$ cat config.mk
export PLATFORM = sky130hd
export DESIGN_NAME = date_counter
export DESIGN_NICKNAME = d
export VERILOG_FILES = /design/src/rtl/date_counter.sv
export SDC_FILE = /design/constraint.sdc
export NUM_CORES = 1
export LEC_CHECK = 0
export CELL_PAD_IN_SITES_DETAIL_PLACEMENT = 0
export CELL_PAD_IN_SITES_GLOBAL_PLACEMENT = 1
export CORE_MARGIN = 2
export CORE_UTILIZATION = 30
export CTS_CLUSTER_DIAMETER = 60
export DETAILED_ROUTE_END_ITERATION = 10
export DONT_BUFFER_PORTS = 1
export PLACE_DENSITY = 0.62
export SYNTH_ARGS = -nofsm -noshare
export SYNTH_HDL_FRONTEND = slang
export SYNTH_SLANG_ARGS = --single-unit
$ cat constraint.sdc
create_clock -name clk_1Hz -period 8.6 [get_ports clk_1Hz]
set_input_delay 1.72 -clock clk_1Hz [delete_from_list [all_inputs] [get_ports clk_1Hz]]
set_output_delay 1.72 -clock clk_1Hz [all_outputs]
set_load 0.005 [all_outputs]
$ cat src/rtl/date_counter.sv
// Calendar stage (day/month/year) with leap handling; define DATE_GREGORIAN_CENTURY_EN for the full %100/%400 century rule.
// Latency 1: fields and carry_out register on the edge that samples carry_in or detects an up/down edge.
// No backpressure: carry_in arriving while adjusting or with en_1 low is dropped, never queued.
module date_counter (
  input  logic        clk_1Hz,
  input  logic        rst_n,
  input  logic        en_1,
  input  logic        carry_in,
  input  logic [2:0]  select_item,
  input  logic        up,
  input  logic        down,
  output logic [4:0]  day_bin,
  output logic [3:0]  month_bin,
  output logic [13:0] year_bin,
  output logic        carry_out
);

  localparam logic [2:0]  SELECT_DAY   = 3'b011;
  localparam logic [2:0]  SELECT_MONTH = 3'b100;
  localparam logic [2:0]  SELECT_YEAR  = 3'b101;
  localparam logic [13:0] YEAR_RESET   = 14'd2000;
  localparam logic [13:0] YEAR_MAX     = 14'd9999;

  function automatic logic is_leap(input logic [13:0] y);
`ifdef DATE_GREGORIAN_CENTURY_EN
    return ((y[1:0] == 2'b00) && ((y % 14'd100) != 14'd0)) || ((y % 14'd400) == 14'd0);
`else
    return (y[1:0] == 2'b00);
`endif
  endfunction

  function automatic logic [4:0] days_in_month(input logic [3:0] m, input logic [13:0] y);
    logic [4:0] d;
    case (m)
      4'd4, 4'd6, 4'd9, 4'd11: d = 5'd30;
      4'd2:                    d = is_leap(y) ? 5'd29 : 5'd28;
      default:                 d = 5'd31;
    endcase
    return d;
  endfunction

  function automatic logic [4:0] clamp_day(input logic [4:0] d, input logic [4:0] lim);
    return (d > lim) ? lim : d;
  endfunction

  logic        up_q;
  logic        down_q;
  logic        up_p;
  logic        down_p;
  logic        step_up;
  logic        step_dn;
  logic        adjust_mode;
  logic [4:0]  cur_dim;
  logic [4:0]  day_n;
  logic [3:0]  month_n;
  logic [13:0] year_n;
  logic        carry_n;

  assign up_p        = up & ~up_q;
  assign down_p      = down & ~down_q;
  // Simultaneous up and down edges cancel out.
  assign step_up     = up_p & ~down_p;
  assign step_dn     = down_p & ~up_p;
  assign adjust_mode = (select_item == SELECT_DAY) || (select_item == SELECT_MONTH) ||
                       (select_item == SELECT_YEAR);
  assign cur_dim     = days_in_month(month_bin, year_bin);

  always_comb begin
    day_n   = day_bin;
    month_n = month_bin;
    year_n  = year_bin;
    carry_n = 1'b0;
    if (adjust_mode) begin
      case (select_item)
        SELECT_DAY: begin
          if (step_up)
            day_n = (day_bin >= cur_dim) ? 5'd1 : day_bin + 5'd1;
          else if (step_dn)
            day_n = (day_bin <= 5'd1) ? cur_dim : day_bin - 5'd1;
        end
        SELECT_MONTH: begin
          if (step_up)
            month_n = (month_bin >= 4'd12) ? 4'd1 : month_bin + 4'd1;
          else if (step_dn)
            month_n = (month_bin <= 4'd1) ? 4'd12 : month_bin - 4'd1;
          day_n = clamp_day(day_bin, days_in_month(month_n, year_bin));
        end
        SELECT_YEAR: begin
          if (step_up)
            year_n = (year_bin >= YEAR_MAX) ? 14'd0 : year_bin + 14'd1;
          else if (step_dn)
            year_n = (year_bin == 14'd0) ? YEAR_MAX : year_bin - 14'd1;
          day_n = clamp_day(day_bin, days_in_month(month_bin, year_n));
        end
        default: ;
      endcase
    end else if (en_1 && carry_in) begin
      if (day_bin < cur_dim) begin
        day_n = day_bin + 5'd1;
      end else if (month_bin < 4'd12) begin
        day_n   = 5'd1;
        month_n = month_bin + 4'd1;
      end else begin
        day_n   = 5'd1;
        month_n = 4'd1;
        if (year_bin >= YEAR_MAX) begin
          year_n  = 14'd0;
          carry_n = 1'b1;
        end else begin
          year_n = year_bin + 14'd1;
        end
      end
    end
  end

  always_ff @(posedge clk_1Hz) begin
    if (!rst_n) begin
      day_bin   <= 5'd1;
      month_bin <= 4'd1;
      year_bin  <= YEAR_RESET;
      carry_out <= 1'b0;
      up_q      <= 1'b0;
      down_q    <= 1'b0;
    end else begin
      day_bin   <= day_n;
      month_bin <= month_n;
      year_bin  <= year_n;
      carry_out <= carry_n;
      up_q      <= up;
      down_q    <= down;
    end
  end

endmodule

==> results.md <==
- Final setup viols: 0
- Tmin final: roughly 4.7 ns
- MaxCap Viol Count: 0
- Critical path class: input port to flop
- Worst setup SP type: input port
- Routability cong.: approximately 0.79
- CP arrival: 4.90 ns
- Top_reg_cell synth: dfxtp_1
- CP most frequent cell: ha_1
- Die Y: 99.7 um
- WL per Instance: 18.2 um
- Reg2Reg Setup Slack: 4.73 ns
- Layout Area Growth over Synthesis: 1.82%
- TritonCTS clock tree: yes
- CTS sink cnt: 26
- Final Max Slew Viols: 0
- Compound-Gate Fraction of Synth Area: 34.5%
- Post-synth EDFFs: 0
- Final Skew: 0.00384 ns
- Post-CTS Setup Inserts: 0
- Drt first-iter violations: 213
- DP HPWL: 6.09 mm
- Xor/xnor cell area share of the yosys netlist: 2.55%
- Fin area: 2800 um2
- Post-Syn Nets: just over 400
- Slew headroom: approximately 37%
- Synth Instances: 380
- CP required: 8.77 ns
- Placed Cells incl. Taps: between 400 and 500
- Placed inst area: 2730 um2
- Core region area: 8810 um2
- Final worst-path cycle share: 55.0%
- Final Hold Viols: 0
- Seq/Total Area, Yosys: 18.9%
- Post-cts resize count: 0
- Final #Nets: 380
- # IOs: 33
- Max clock buf depth: 2
- Hold Crit Class: flop to flop
- Sum Neg Setup Slack: 0 ns
- Proportion of synthesized area in mux cells: less than 1%
- Worst vdd ir: around 0.000047 V
- Htree depth: 1
- Detail Route Antenna Nets: 0
- RSZ-0062 raised after global routing: false
- Pleak: 0.989 nW
- CP max stage delay: 0.51 ns
- Least-Margin Pin Slew: approximately 0.95 ns
- Die area: 9950 um2
- Starting Density: 31.2%
- Post-CTS Hold Buffers: 0
- Post-synthesis simple-gate area fraction: 27.5%
- Syn. warnings: 0
- Syn Std Cell Area: 2750 um2
- Fillers: between 900 and 1000
- Vias per cell: 6.03
- CTS buffer count: 3
- Clock Latency Late Sink: 0.29 ns
- First-pass GRT wire length: 13.6 mm
- Gr ovfl total: 0
- Std-Cell Rows: 34
- FF+latch count, synth: 26
- Vias: 2785
- Drt total wl: 8.41 mm
- CP endpoint kind: flop
- Async SR Flop Fraction: 0%
- Main combinational cell family by area after synthesis: compound AO/OA/AOI/OAI gates
- Synth cell types: 70
- Root Buffer: clkbuf_8
- Global-route usage over all layers: 16.9%
- Layout cells sized above 1: 5.08%
- Initial antenna violation count: 0
- Diodes inserted: 0
- DRC Markers: 0
- Final Non-Filler Cells: 462
- Fmax: 211 MHz
- Avg Inst Size Synth: 7.24 um2
- Pin count of the biggest net entering global routing: 20
- CP max FO: 17
- Crit-path cells: nor2b_1 > inv_1 > ha_1 > nor4b_1 > xor2_1 > o2bb2ai_1 > o211ai_1 > o31a_1 > ha_1 > a21oi_1 > o21ai_0 > and3_1 > or2_1 > a2111oi_2 > a211oi_1
- Highest-delay cell along the critical path: ha_1
- Adder-cell share of the synthesized area: 7.28%
- Number of global-route vias before repair: 2539
- Power Dens Cells: 130 nW/um2
- Status: finished, final reports clean
- PortBufs: 0
- Detailed Routing Iterations Pass 1: 4
- Chip width: 99.7 um
- Clk slew on worst S/H paths: 0.12 ns
-- final cells by class --
cell class / count / area, um2 / area share, %
multi-input combinational: 305 / 2000 / 71.4
sequential: 26 / 520 / 18.6
tap: 108 / 135 / 4.83
inverter: 18 / 67.6 / 2.41
clock buffer: 3 / 41.3 / 1.47
clock inverter: 1 / 30.0 / 1.07
timing repair buffer: 1 / 7.51 / 0.268
-- critical path, delay by kind of cell --
family,cells,cell delay [ns]
AO/OA/AOI/OAI,7,1.23
XOR/XNOR,1,0.14
adder cells (fa/ha/maj),2,0.78
buffers and inverters,1,0.06
AND/OR/NAND/NOR,4,0.98
-- placed cells by master (no fill, tap or decap), types with 6 or more instances in the layout --
| cell type | count |
|---|---|
| a211oi_1 | 11 |
| nand3_1 | 13 |
| nor3_1 | 11 |
| ha_1 | 16 |
| nand2b_1 | 7 |
| nand2_1 | 25 |
| a311oi_1 | 7 |
| a21oi_1 | 24 |
| nor2_1 | 32 |
| a31oi_1 | 8 |
| o21ai_0 | 41 |
| nor2b_1 | 8 |
| inv_1 | 18 |
| and3_1 | 6 |
| dfxtp_1 | 26 |
-- registers in the layout, summed over array words and instances (netlist names) --
signal and count:
down_q 1, month_bin 4, year_bin 14, carry_out 1, day_bin 5, up_q 1
-- report_power, final --
part / switching, mW / internal, mW / total, mW
clock network: 0.0504 / 0.0625 / 0.113
registers: 0.0163 / 0.126 / 0.143
logic: 0.0652 / 0.0431 / 0.108
total: 0.132 / 0.232 / 0.364
-- cells in the mapped netlist, drive strengths merged (5+ instances only) --
cell / count / area (um2)
inv: 18 / 67.6
a211oi: 11 / 82.6
nand2: 25 / 93.8
nand3: 13 / 65.1
o311ai: 5 / 43.8
a311oi: 8 / 76.3
a21oi: 25 / 129
clkbuf: 18 / 70.1
dfxtp: 26 / 521
nor4: 7 / 73.8
buf: 13 / 93.8
nor3: 11 / 55.1
and3: 8 / 52.6
nor2: 32 / 120
a31oi: 8 / 50.1
nand2b: 7 / 43.8
ha: 16 / 200
nor2b: 8 / 50.1
nand4: 5 / 31.3
o21ai: 43 / 215
-- kinds of logic (layout without fill, tap and decap cells) --
group	count (synthesis)	count (layout)
AOI/OAI and AO/OA	141	141
and+or+nand+nor	138	138
buffers and inverters	49	23
DFF	26	26
adders and majority gates	16	16
xor gates and xnor gates	8	8
muxes	2	2
-- worst paths after layout --
check                 endpoint         start  cells past startpoint
hold reg to reg   year_bin[12]  year_bin[12]                      2
setup / recovery    day_bin[0]            up                     15
setup reg to reg    day_bin[0]   year_bin[0]                     12
hold / removal    year_bin[12]  year_bin[12]                      2
-- through the flow --
step	util [%]	setup WS (ns)	total power, mW	hold WS [ns]
finish	31.8	3.87	0.364	0.629
global route	31.8	3.56	0.387	0.695
CTS	31.8	3.87	0.364	0.636
detailed placement	31.0	3.57	0.253	0.614
global placement	31.0	3.67	0.253	0.611
floorplan	-	4.01	0.232	0.550
-- layer usage --
layer  vias to the layer above  track usage, %  share of wire (%)
met5                         -               0                  0
met4                         0            4.74                1.4
met3                         6            3.02                6.3
met2                        71            25.6                 43
met1                      1319            24.5                 50
li1                       1389               -                  -
No activity file was read; power rests on OpenSTA's default activity.
